## src/rtl/draw_pkg.sv

```systemverilog
// Shared definitions for the rectangle drawing blocks: sweep states, mode
// encodings, default colour width and a constant-evaluable ceil(log2) helper.
package draw_pkg;

  typedef enum logic [1:0] {
    IDLE = 2'd0,
    DRAW = 2'd1,
    DONE = 2'd2
  } state_t;

  localparam logic MODE_FILL    = 1'b0;
  localparam logic MODE_OUTLINE = 1'b1;

  localparam int DEF_COL_W = 3;

  // Smallest r with 2**r >= v; sizes counter widths so MAX itself is representable.
  function automatic int clog2(input int v);
    int r;
    r = 0;
    for (int i = 0; i < 31; i++) begin
      if ((1 << i) < v) r = i + 1;
    end
    return r;
  endfunction

endpackage

```

## src/rtl/rect_sweeper_if.sv

```systemverilog
// Request/pixel bundle between a renderer (master) and a rect_sweeper (slave).
import draw_pkg::*;

interface rect_sweeper_if #(
  parameter int X_W   = 9,
  parameter int Y_W   = 8,
  parameter int MAX_W = 20,
  parameter int MAX_H = 20,
  parameter int COL_W = DEF_COL_W
);
  localparam int WW = clog2(MAX_W + 1);
  localparam int HW = clog2(MAX_H + 1);

  logic             start;
  logic [X_W-1:0]   x0;
  logic [Y_W-1:0]   y0;
  logic [WW-1:0]    w;
  logic [HW-1:0]    h;
  logic             mode;
  logic [COL_W-1:0] colour_in;
  logic             ready;

  logic [X_W-1:0]   x;
  logic [Y_W-1:0]   y;
  logic [COL_W-1:0] colour;
  logic             plot;
  logic             busy;
  logic             done;

  modport master (
    output start, x0, y0, w, h, mode, colour_in, ready,
    input  x, y, colour, plot, busy, done
  );

  modport slave (
    input  start, x0, y0, w, h, mode, colour_in, ready,
    output x, y, colour, plot, busy, done
  );

endinterface

```

## src/rtl/span_counter.sv

```systemverilog
// Column/row counter: clears to zero, steps by one, wraps after 'last', and can
// jump straight to 'last' so outline interior rows skip their middle pixels.
module span_counter #(
  parameter int W = 5
) (
  input  logic         clock,
  input  logic         resetn,
  input  logic         clr,
  input  logic         en,
  input  logic         jump,
  input  logic [W-1:0] last,
  output logic [W-1:0] value,
  output logic         at_last
);

  logic [W-1:0] value_reg;
  logic [W-1:0] value_next;

  always_comb begin
    value_next = value_reg;
    if (clr) begin
      value_next = '0;
    end else if (en) begin
      if (jump)         value_next = last;
      else if (at_last) value_next = '0;
      else              value_next = value_reg + W'(1);
    end
  end

  always_ff @(posedge clock or negedge resetn) begin
    if (!resetn) value_reg <= '0;
    else         value_reg <= value_next;
  end

  assign value   = value_reg;
  assign at_last = (value_reg == last);

endmodule

```

## src/rtl/rect_sweeper.sv

```systemverilog
// Sweeps a runtime-sized rectangle (fill or outline) at a runtime origin, one
// pixel per accepted cycle, with start/busy/done handshake and ready backpressure.
import draw_pkg::*;

module rect_sweeper #(
  parameter int X_W   = 9,
  parameter int Y_W   = 8,
  parameter int MAX_W = 20,
  parameter int MAX_H = 20,
  parameter int COL_W = DEF_COL_W
) (
  input  logic          clock,
  input  logic          resetn,
  rect_sweeper_if.slave bus
);

  localparam int WW = clog2(MAX_W + 1);
  localparam int HW = clog2(MAX_H + 1);
  localparam logic [WW-1:0] W_MAX = WW'(MAX_W);
  localparam logic [HW-1:0] H_MAX = HW'(MAX_H);

  state_t state_reg, state_next;
  logic   plot_reg, plot_next;
  logic   busy_reg, busy_next;
  logic   done_reg, done_next;

  logic [X_W-1:0]   x_reg, x_next, x0_reg;
  logic [Y_W-1:0]   y_reg, y_next, y0_reg;
  logic [WW-1:0]    w_reg, w_clamp, w_m1;
  logic [HW-1:0]    h_reg, h_clamp, h_m1;
  logic             mode_reg;
  logic [COL_W-1:0] colour_reg;

  logic [WW-1:0] cx;
  logic [HW-1:0] cy;
  logic          col_last, row_last;
  logic          launch, empty, accept, jump, final_px;

  assign w_clamp  = (bus.w > W_MAX) ? W_MAX : bus.w;
  assign h_clamp  = (bus.h > H_MAX) ? H_MAX : bus.h;
  assign empty    = (w_clamp == '0) || (h_clamp == '0);
  assign launch   = (state_reg == IDLE) && bus.start;
  assign accept   = plot_reg && bus.ready;
  assign w_m1     = w_reg - WW'(1);
  assign h_m1     = h_reg - HW'(1);
  assign final_px = col_last && row_last;

  // Interior outline rows: after the left edge pixel go straight to the right edge.
  assign jump = (mode_reg == MODE_OUTLINE) && (cy != '0) && !row_last &&
                (cx == '0) && !col_last;

  span_counter #(.W(WW)) u_col (
    .clock   (clock),
    .resetn  (resetn),
    .clr     (launch),
    .en      (accept),
    .jump    (jump),
    .last    (w_m1),
    .value   (cx),
    .at_last (col_last)
  );

  span_counter #(.W(HW)) u_row (
    .clock   (clock),
    .resetn  (resetn),
    .clr     (launch),
    .en      (accept && col_last),
    .jump    (1'b0),
    .last    (h_m1),
    .value   (cy),
    .at_last (row_last)
  );

  always_comb begin
    state_next = state_reg;
    plot_next  = 1'b0;
    busy_next  = 1'b0;
    done_next  = 1'b0;
    case (state_reg)
      IDLE: begin
        if (bus.start) begin
          busy_next = 1'b1;
          if (empty) begin
            state_next = DONE;
            done_next  = 1'b1;
          end else begin
            state_next = DRAW;
            plot_next  = 1'b1;
          end
        end
      end
      DRAW: begin
        busy_next = 1'b1;
        if (accept && final_px) begin
          state_next = DONE;
          done_next  = 1'b1;
        end else begin
          plot_next = 1'b1;
        end
      end
      DONE: begin
        state_next = IDLE;
      end
      default: begin
        state_next = IDLE;
      end
    endcase
  end

  always_ff @(posedge clock or negedge resetn) begin
    if (!resetn) begin
      state_reg <= IDLE;
      plot_reg  <= 1'b0;
      busy_reg  <= 1'b0;
      done_reg  <= 1'b0;
    end else begin
      state_reg <= state_next;
      plot_reg  <= plot_next;
      busy_reg  <= busy_next;
      done_reg  <= done_next;
    end
  end

  // Screen coordinates track the counters directly so x/y leave a register.
  always_comb begin
    x_next = x_reg;
    y_next = y_reg;
    if (launch) begin
      x_next = bus.x0;
      y_next = bus.y0;
    end else if (accept) begin
      if (col_last) begin
        x_next = x0_reg;
        y_next = y_reg + Y_W'(1);
      end else if (jump) begin
        x_next = x0_reg + X_W'(w_m1);
      end else begin
        x_next = x_reg + X_W'(1);
      end
    end
  end

  always_ff @(posedge clock or negedge resetn) begin
    if (!resetn) begin
      x_reg      <= '0;
      y_reg      <= '0;
      x0_reg     <= '0;
      y0_reg     <= '0;
      w_reg      <= '0;
      h_reg      <= '0;
      mode_reg   <= MODE_FILL;
      colour_reg <= '0;
    end else begin
      x_reg <= x_next;
      y_reg <= y_next;
      if (launch) begin
        x0_reg     <= bus.x0;
        y0_reg     <= bus.y0;
        w_reg      <= w_clamp;
        h_reg      <= h_clamp;
        mode_reg   <= bus.mode;
        colour_reg <= bus.colour_in;
      end
    end
  end

  assign bus.x      = x_reg;
  assign bus.y      = y_reg;
  assign bus.colour = colour_reg;
  assign bus.plot   = plot_reg;
  assign bus.busy   = busy_reg;
  assign bus.done   = done_reg;

endmodule

```

## src/flat_wrapper.sv

```systemverilog
// flat-port wrapper written by rule: the top's interface ports become plain ports
module rect_sweeper_flat 
#(
  parameter int X_W   = 9,
  parameter int Y_W   = 8,
  parameter int MAX_W = 20,
  parameter int MAX_H = 20,
  parameter int COL_W = DEF_COL_W
)
  (clock, resetn, bus_start, bus_x0, bus_y0, bus_w, bus_h, bus_mode, bus_colour_in, bus_ready, bus_x, bus_y, bus_colour, bus_plot, bus_busy, bus_done);
  rect_sweeper_if #(.X_W(X_W), .Y_W(Y_W), .MAX_W(MAX_W), .MAX_H(MAX_H), .COL_W(COL_W)) bus_i ();
  input  logic clock;
  input  logic resetn;
  input wire logic [$bits(bus_i.start)-1:0] bus_start;
  input wire logic [$bits(bus_i.x0)-1:0] bus_x0;
  input wire logic [$bits(bus_i.y0)-1:0] bus_y0;
  input wire logic [$bits(bus_i.w)-1:0] bus_w;
  input wire logic [$bits(bus_i.h)-1:0] bus_h;
  input wire logic [$bits(bus_i.mode)-1:0] bus_mode;
  input wire logic [$bits(bus_i.colour_in)-1:0] bus_colour_in;
  input wire logic [$bits(bus_i.ready)-1:0] bus_ready;
  output wire logic [$bits(bus_i.x)-1:0] bus_x;
  output wire logic [$bits(bus_i.y)-1:0] bus_y;
  output wire logic [$bits(bus_i.colour)-1:0] bus_colour;
  output wire logic [$bits(bus_i.plot)-1:0] bus_plot;
  output wire logic [$bits(bus_i.busy)-1:0] bus_busy;
  output wire logic [$bits(bus_i.done)-1:0] bus_done;
  assign bus_i.start = bus_start;
  assign bus_i.x0 = bus_x0;
  assign bus_i.y0 = bus_y0;
  assign bus_i.w = bus_w;
  assign bus_i.h = bus_h;
  assign bus_i.mode = bus_mode;
  assign bus_i.colour_in = bus_colour_in;
  assign bus_i.ready = bus_ready;
  assign bus_x = bus_i.x;
  assign bus_y = bus_i.y;
  assign bus_colour = bus_i.colour;
  assign bus_plot = bus_i.plot;
  assign bus_busy = bus_i.busy;
  assign bus_done = bus_i.done;
  rect_sweeper #(.X_W(X_W), .Y_W(Y_W), .MAX_W(MAX_W), .MAX_H(MAX_H), .COL_W(COL_W)) u_core (.clock(clock), .resetn(resetn), .bus(bus_i));
endmodule
```

## config.mk

```make
export PLATFORM = sky130hd
export DESIGN_NAME = rect_sweeper_flat
export DESIGN_NICKNAME = d
export VERILOG_FILES = /design/src/rtl/draw_pkg.sv /design/src/rtl/rect_sweeper_if.sv /design/src/rtl/span_counter.sv /design/src/rtl/rect_sweeper.sv /design/src/flat_wrapper.sv
export SDC_FILE = /design/constraint.sdc
export NUM_CORES = 1
export LEC_CHECK = 0
export CAP_MARGIN = 20
export CORE_UTILIZATION = 55
export DETAILED_ROUTE_END_ITERATION = 16
export PLACE_DENSITY = 0.82
export SLEW_MARGIN = 20
export SYNTH_ARGS = -nofsm -noshare
export SYNTH_HDL_FRONTEND = slang
export SYNTH_HIERARCHICAL = 1
export SYNTH_SLANG_ARGS = --single-unit
```

## constraint.sdc

```tcl
create_clock -name clock -period 6.3 [get_ports clock]
set_input_delay 1.26 -clock clock [delete_from_list [all_inputs] [get_ports clock]]
set_output_delay 1.26 -clock clock [all_outputs]
set_load 0.02 [all_outputs]
```

Word level (Yosys, flattened, before mapping)

Cells that the tools add are included.

Add/subtract/negate cells: 7
Order comparisons: 2
Equality and inequality tests: 5
Mux-type cells: 30
Reduce and logical (&&, ||, !) cells: 22

Operator list:

| kind                                                                    | number |
|---|---|
| 5-bit 2-to-1 mux                                                        | 9 |
| 9-bit 2-to-1 mux                                                        | 4 |
| 8-bit 2-to-1 mux                                                        | 3 |
| 5-bit logical NOT                                                       | 3 |
| 5-bit by 1-bit adder with 5-bit output, second input constant           | 2 |
| 5-bit == test                                                           | 2 |
| 5-bit greater-than comparator, second input constant                    | 2 |
| 5-bit by 1-bit subtractor with 5-bit output, second input constant      | 2 |
| 9-bit by 1-bit adder with 9-bit output, second input constant           | 1 |
| 9-bit by 5-bit adder with 9-bit output                                  | 1 |
| 1-bit logical AND                                                       | 9 |
| 8-bit by 1-bit adder with 8-bit output, second input constant           | 1 |
| 1-bit 2-to-1 mux                                                        | 7 |
| 2-bit 2-to-1 mux                                                        | 3 |
| 1-bit one-hot mux with 2 select lines                                   | 3 |
| 2-bit nonzero test                                                      | 3 |
| 5-bit nonzero test                                                      | 1 |
| 2-bit one-hot mux with 2 select lines                                   | 1 |
| 2-bit AND reduction                                                     | 2 |
| 2-bit by 1-bit == test with 1-bit output, second input constant         | 1 |
| 1-bit logical NOT                                                       | 2 |
| 2-bit logical NOT                                                       | 1 |
| 2-bit by 1-bit inequality test with 1-bit output, second input constant | 1 |
| 2-bit inequality test, second input constant                            | 1 |
| 1-bit logical OR                                                        | 1 |

Register bits after elaboration: 55
Input port bits: 35
Output and inout bits: 23

Longest topological paths before layout

Gate-level depths: netlist of run 1.

Depth in word-level cells: 10
Depth in mapped cells: 14

Hierarchy

Netlist of run 1, hierarchy kept.

By module, submodules not included:

| module       | times used | cells an instance | area each (µm²) | sequential area each (µm²) |
|---|---|---|---|---|
| rect_sweeper | 1          | 321               | 2696.3          | 1126.1 |
| span_counter | 2          | 38                | 362.8           | 125.1 |

Least setup slack after synthesis of run 1

OpenSTA, ideal clock, no wires.

Path type: reg2reg
Start: register u_core.h_reg[0]
End: register u_core.u_col.value_reg[2], in the netlist u_core/u_col/value[2]
Library setup time: 82 ps
Data arrival time: 2537 ps
Required time: 6218 ps
Setup slack: 3681 ps
Stages on the path, launching flop included: 15
Buffers on the path: 0
Period minus slack after synthesis: 2619 ps
Cell sequence: dfrtp_1 inv_1 ha_1 nor3b_1 xor2_1 xnor2_1 nand3_2 nor2_1 nor4_4 and4_4 nand2_4 clkinv_4 nor2_1 o211ai_4 o22ai_1

Cells in the longest elaborated chain, start to end: 9

Ends and longest elaborated chain:

| item                                        | RTL line            | RTL |
|---|---|---|
| start: declaration                          | rect_sweeper.sv:30  | `logic [HW-1:0] h_reg, h_clamp, h_m1;` |
| start signal: assignment                    | rect_sweeper.sv:160 | `h_reg <= h_clamp;` |
| 5-bit by 1-bit subtractor with 5-bit output | rect_sweeper.sv:45  | `assign h_m1 = h_reg - HW'(1);` |
| via u_core.h_m1[0]                          | rect_sweeper.sv:30  |  |
| 5-bit == test                               | span_counter.sv:36  | `assign at_last = (value_reg == last);` |
| via u_core.row_last                         | rect_sweeper.sv:36  | `logic col_last, row_last;` |
| 1-bit logical NOT                           | rect_sweeper.sv:49  | `assign jump = (mode_reg == MODE_OUTLINE) && (cy != '0) && !row_last &&` |
| 1-bit logical AND (2 in series)             | rect_sweeper.sv:49  |  |
| 1-bit logical AND                           | rect_sweeper.sv:50  | `(cx == '0) && !col_last;` |
| via u_core.jump                             | rect_sweeper.sv:37  | `logic launch, empty, accept, jump, final_px;` |
| 5-bit 2-to-1 mux                            | span_counter.sv:24  | `if (jump) value_next = last;` |
| 5-bit 2-to-1 mux                            | span_counter.sv:23  | `end else if (en) begin` |
| 5-bit 2-to-1 mux                            | span_counter.sv:21  | `if (clr) begin` |
| end signal: assignment                      | span_counter.sv:32  | `else value_reg <= value_next;` |
| end: declaration                            | span_counter.sv:16  | `logic [W-1:0] value_reg;` |

The timed path passes the listed nets, and every way through them passes these cells. The select of a mux whose other input is x is not followed.
A chain may end at the register's enable or synchronous reset.

Worst setup path in the final report of run 1

Start: register u_core.w_reg[0]
End: register u_core.y_reg[7], in the netlist u_core/bus.y[7]

Cells in the longest elaborated chain, start to end: 4

Ends and longest elaborated chain:

| item                                        | RTL line            | RTL |
|---|---|---|
| start: declaration                          | rect_sweeper.sv:29  | `logic [WW-1:0] w_reg, w_clamp, w_m1;` |
| start signal: assignment                    | rect_sweeper.sv:159 | `w_reg <= w_clamp;` |
| 5-bit by 1-bit subtractor with 5-bit output | rect_sweeper.sv:44  | `assign w_m1 = w_reg - WW'(1);` |
| via u_core.w_m1[0]                          | rect_sweeper.sv:29  |  |
| 5-bit == test                               | span_counter.sv:36  |  |
| via u_core.col_last                         | rect_sweeper.sv:36  |  |
| 2-bit nonzero test (no line)                | -                   |  |
| 2-bit AND reduction (no line)               | -                   |  |
| end signal: assignment                      | rect_sweeper.sv:155 | `y_reg <= y_next;` |
| end: declaration                            | rect_sweeper.sv:28  | `logic [Y_W-1:0] y_reg, y_next, y0_reg;` |

The timed path passes the listed nets, and every way through them passes these cells.

==> results of run 1 <==
[cells by family after synthesis]
group | Yosys count
and+or+nand+nor | 161
AOI/OAI and AO/OA | 98
DFF | 55
xor gates and xnor gates | 38
buffers and inverters | 30
adders and majority gates | 12
muxes | 2
other | 1
[cells in the mapped netlist, drive strengths merged, types with 3 or more instances]
cell type,count
nor4,3
nand2,82
xor2,16
inv,16
nand3,13
a211oi,3
nor3,5
buf,10
nand4,4
nor2,22
nor2b,13
o21ai,33
and4,3
dfrtp,55
clkbuf,3
xnor2,22
and3,4
ha,11
a21oi,21
a31oi,13
o22ai,10
[stage by stage]
| stage | util [%] | instances | area, sq um | hold WS (ps) |
|---|---|---|---|---|
| 2_1_floorplan | - | 402 | 3440 | 466 |
| 3_3_place_gp | 68.1 | 524 | 4050 | 459 |
| 3_5_place_dp | 68.1 | 524 | 4050 | 463 |
| 4_1_cts | 69.8 | 531 | 4160 | 487 |
| 5_1_grt | 69.8 | 531 | 4160 | 517 |
| 6_report | 69.8 | 531 | 4160 | 481 |
[worst max-delay path, cell delays in order (launching register included)]
cell,delay [ps]
dfrtp_1,390
inv_1,160
ha_1,210
nand2_1,70
xnor2_1,290
xnor2_1,180
nand3_2,130
nor2_1,640
and3_1,830
nand4_1,220
nor2_1,180
xnor2_1,120
o21ai_0,90
[metal layers]
layer / routed length [um] / global-route usage [%]
met1: 3670 / 35.6
met2: 3940 / 43.8
met3: 510 / 4.94
met4: 158 / 10.4
met5: 0 / 0
[power by group]
| group | internal (mW) | switching [mW] |
|---|---|---|
| Clock | 0.117 | 0.114 |
| Sequential | 0.509 | 0.186 |
| Combinational | 0.586 | 0.775 |
[worst min-delay path by stage]
stage	cells past startpoint	slack (ps)	end
final	2	480	u_core/bus.colour[2]
after global routing	2	520	u_core/bus.colour[0]
after CTS	2	490	u_core/bus.colour[2]
after detailed placement	2	460	u_core/bus.colour[2]
after global placement	2	460	u_core/bus.colour[0]
after floorplan	2	470	u_core/h_reg[4]
[cells in the final DEF, fill, tap and decap left out, types with 3 or more instances in the layout]
cell             Yosys  layout
nor2b_1             13      13
nor3_1               5       5
xor2_1              16      16
xnor2_1             22      22
o21ai_0             33      33
o22ai_1             10      10
dfrtp_1             55      55
and3_1               4       4
nand3_1             11      11
inv_1               15      15
buf_4                3       3
nor2_1              22      22
ha_1                11      11
nand2_1             81      81
clkbuf_8             0       5
clkdlybuf4s50_1      0      56
a21oi_1             21      21
a31oi_1             13      13
conb_1               1       6
nand4_1              4       4
[area by class of cell]
cell class	instances	area [sq um]	area share (%)
Clock buffer	6	72.6	1.75
Clock inverter	1	30.0	0.722
Inverter	17	68.8	1.66
Multi-Input combinational cell	317	1930	46.4
Sequential cell	55	1380	33.1
Tap cell	75	93.8	2.26
Timing Repair Buffer	60	588	14.1
==> run metrics, run 1 <==
worst-margin pin slew=847 ps; clock latency on the worst-skew pair=between 300 and 400 ps; final hold violations=0; Relative slew margins=between 40% and 50%; worst-case reg-to-reg path depth=12; crit path capture type=register; VDD IR max=0.000241 V; WS Path Type=register to register; Setup TNS Final=0 ps; Synth Area in XOR/XNOR=under 10%; Lkg Pwr=about 1.8 nW; Num CTS Buffers=5; Design Power=about 2.3 mW; Final ANT Viol Nets=0; pwr dens=between 500 and 600 nW/um^2; sequential share of the synthesized area=about two fifths; Syn Area/Cell=around 8.6 sq um; Longest Clk Path Bufs=2; pre-CTS WS=2750 ps; CTS Sinks=55; post-synthesis mux area share=less than 1%; r2r endpoint=u_core/bus.y[7]; H-tree lvl count=2; Peak Freq=0.276 GHz; Die W=around 80 um; Synth area leader=dfrtp_1; vias in the first global route=around 3k; GPL Wtd Cong=around 0.9; Hold Path Origin=u_core/bus.colour[2]; Ys Warns=6; # port buffers=57; Finish-stage setup viols=0; top_reg_cell synth=dfrtp_1; FF-to-FF Start=u_core/w_reg[0]; starting density of the core=57.5%; DR vias=between 3k and 4k; Netlist Area Pre-Place=around 3400 sq um; post-cts resize count=0; initial antenna violation count=0; Synth Instances=397; Worst setup startpoint=u_core/w_reg[0]; FILL cells=about 500; max-cap viol count=0; clock skew=12.5 ps; core area=approximately 6000 sq um; Final Max Tran Viols=0; Required @ worst endpoint=about 6500 ps; Die Area=between 6000 and 7000 sq um; CTS root buf=clkbuf_8; Async SR Flop Fraction=100%; Vias/cell=approximately 6; Setup WS post-layout=roughly 2700 ps; layout cells sized above 1=under 10%; largest family of logic cells by synthesized area=simple AND/OR/NAND/NOR gates; Worst Setup Start Kind=register; Reg2Reg Setup Slack=~2700 ps; detail-routed net length per standard cell=15.6 um; Antenna Cells=0; post-synthesis compound-gate area fraction=between 10% and 20%; Top Ports=58; outcome=complete, no violations; largest net degree at the start of global routing=56; largest cells by area after synthesis=dfrtp_1 (40%), nand2_1 (8.9%), xnor2_1 (5.6%); area delta synth->final=21.5%; Layout Nets=approximately 500; first-pass GRT wire length=around 14000 um; chip height=around 80 um; clk slew on worst S/H paths=approximately 100 ps; hold crit path type=register to register; Final Cycle Share=a little under three fifths; Critical Path AT=around 3800 ps; RSZ-0062 raised after global routing=no; hold bufs inserted after CTS=0; Simple-Gate Fraction of Synth Area=22.7%; Post-synth EDFFs=0; #FFs+latches synth=55; post-synth cell types=52; DR DRC count=0; Final min period=~3600 ps; Synth Area in Adders=4.61%; gr usage total=26.9%; HPWL after detailed placement=between 5000 and 6000 um; CP Max Fanout=20; drt total wl=roughly 8300 um; initial DRC count=294; Setup Fix Bufs, Post-CTS=0; Synth top area share=roughly two fifths; # rows=28; GR Overflow Total=0; 1st-pass router iterations=5; CTS tree=built; worst setup path endpoint=u_core/bus.y[7]
No activity file was read; power rests on OpenSTA's default activity.
==> run 2, diff against run 1 <==
- CORE_UTILIZATION: 55 -> 54
- PLACE_DENSITY: 0.82 -> 0.81
- clock period: 6.3 -> 3.5 ns (I/O delays scaled with it)
==> run 2 against run 1 <==
Effect of this change: flip-flop and latch count unchanged; cell count grew 0.94%; total power is 78% higher; clock skew decreased by 3.4 ps; largest power group unchanged; combinational power rose by 79%.
==> run metrics, run 2 (synthesis results as in run 1) <==
outcome=complete, no violations; gr usage total=26.6% (-0.37 points); Setup Fix Bufs, Post-CTS=0 (unchanged); area delta synth->final=22.1%; hold bufs inserted after CTS=0 (unchanged); Final ANT Viol Nets=0 (unchanged); post-cts resize count=0 (unchanged); CTS root buf=clkbuf_8; hold crit path type=input pin to asynchronous set/reset pin; vias in the first global route=2919 (-2.1%); most frequent cells in the layout=nand2_1 (81), clkdlybuf4s50_1 (56), dfrtp_1 (55); Relative slew margins=64.5% (+21 points); Final min period=3030 ps (-596 ps); DR DRC count=0 (unchanged); post-layout util=69.4% (-0.44 points); crit-path max cell delay=400 ps (-430 ps); HPWL after detailed placement=6000 um (+0.75%); crit path max-delay cell type=dfrtp_1; # rows=28 (unchanged); max-cap viol count=0 (unchanged); delay-heaviest family, CP=simple AND/OR/NAND/NOR gates; CP Max Fanout=13 (-35%); pwr dens=975 nW/um^2 (+77%); worst-case reg-to-reg path depth=15 (+3); commonest non-fill, non-tap cell in the layout=nand2_1; WS Path Type=register to register; Num CTS Buffers=5 (unchanged); final hold violations=0 (unchanged); Worst Setup Start Kind=register; Final Max Tran Viols=0 (unchanged); FILL cells=494 (+1.6%); starting density of the core=56.8% (-0.67 points); initial antenna violation count=0 (unchanged); VDD IR max=0.000532 V (+120%); chip height=81.6 um (+0.90%); Vias/cell=5.74 (-2.8%); Setup TNS Final=0 ps (unchanged); Lkg Pwr=1.78 nW (+1.0%); 1st-pass router iterations=5 (unchanged); Top Ports=58 (unchanged); H-tree lvl count=2 (unchanged); initial DRC count=257 (-13%); stages on the worst setup path=15 (+3); Longest Clk Path Bufs=2 (unchanged); largest net degree at the start of global routing=38 (-32%); CTS tree=built; CTS Sinks=55 (unchanged); worst-margin pin slew=531 ps (-316 ps); clock skew=9.06 ps (-3.40 ps); core area=6030 sq um (+1.2%); Final Cycle Share=86.4% (+29 points); GR Overflow Total=0 (unchanged); clock latency on the worst-skew pair=310 ps (about the same); # port buffers=57 (unchanged); Layout Nets=507 (+0.80%); Peak Freq=0.331 GHz (+20%); Reg2Reg Setup Slack=470 ps (-2200 ps); Antenna Cells=0 (unchanged); crit path capture type=register; hold_ws=308 ps (-173 ps); Critical Path, Cell by Cell=inv_1 -> ha_1 -> nand2_1 -> xnor2_1 -> xnor2_1 -> nand3_2 -> nor2_1 -> buf_4 -> inv_1 -> and4_4 -> nand2_4 -> clkinv_4 -> nor2_1 -> o211ai_4 -> o22ai_1; GPL Wtd Cong=0.981 (+8.7%); DR vias=3075 (-1.9%); CP bufs+invs=4 (+3); RSZ-0062 raised after global routing=no; detail-routed net length per standard cell=15.3 um (-1.5%); first-pass GRT wire length=13500 um (-1.3%); Critical Path AT=3260 ps (-550 ps); Die W=81.6 um (+0.90%); Die Area=6660 sq um (+1.8%); Required @ worst endpoint=3730 ps (-2760 ps); drt total wl=8230 um (-0.53%); clk slew on worst S/H paths=100 ps (about the same); layout cells sized above 1=5.64% (+1.0 points); Finish-stage setup viols=0 (unchanged)
==> run 2: worst paths after layout <==
| kind | startpoint | end |
|---|---|---|
| min in group clock | u_core/bus.colour[0] | u_core/bus.colour[0] |
| max | u_core/w_reg[0] | u_core/u_col/value[3] |
| max reg2reg | u_core/w_reg[0] | u_core/u_col/value[3] |
| min | resetn | u_core/bus.y[7] |
| max in group asynchronous | resetn | u_core/w_reg[0] |
| min reg2reg | u_core/bus.colour[0] | u_core/bus.colour[0] |
==> run 2: final cells by class <==
class / count / area (sq um) / share of cell area, %
Multi-Input combinational cell: 317 / 1930 / 46.1
Sequential cell: 55 / 1380 / 32.9
Timing Repair Buffer: 64 / 618 / 14.8
Tap cell: 75 / 93.8 / 2.25
Clock buffer: 7 / 86.3 / 2.07
Inverter: 17 / 68.8 / 1.65
Clock inverter: 1 / 8.76 / 0.210
==> run 2: worst reg2reg max path, cell delays in order (launching register included) <==
cell      delay (ps)
dfrtp_1          400
inv_1            170
ha_1             210
nand2_1           70
xnor2_1          340
xnor2_1          190
nand3_2          140
nor2_1           130
buf_4            210
inv_1            140
and4_4           200
nand2_4          110
clkinv_4         120
nor2_1           210
o211ai_4         140
o22ai_1          190
==> run 2: where the power goes <==
part	switching, mW	internal [mW]	leakage [nW]	total, mW
clock network	0.213	0.163	0.0484	0.376
logic	1.37	1.07	1.04	2.44
registers	0.337	0.916	0.688	1.25
total	1.92	2.15	1.78	4.07
==> run 2: metal layers <==
metal	vias to the layer above	share of wire [%]	routed length, um	track usage [%]
li1	1501	-	-	-
met3	10	6.8	556	5.00
met1	1440	44	3650	35.7
met5	-	0	0	0
met4	0	1.1	87	8.07
met2	124	48	3930	43.4
==> run 2: metrics by stage <==
step                cells  worst slack, ps  total power [mW]  cell area [sq um]
floorplan             402              881              2.95               3440
global placement      528              699              3.58               4080
finish                536              474              4.07               4180
detailed placement    528              582              3.66               4080
CTS                   536              546              4.05               4180
global route          536              306              4.38               4180
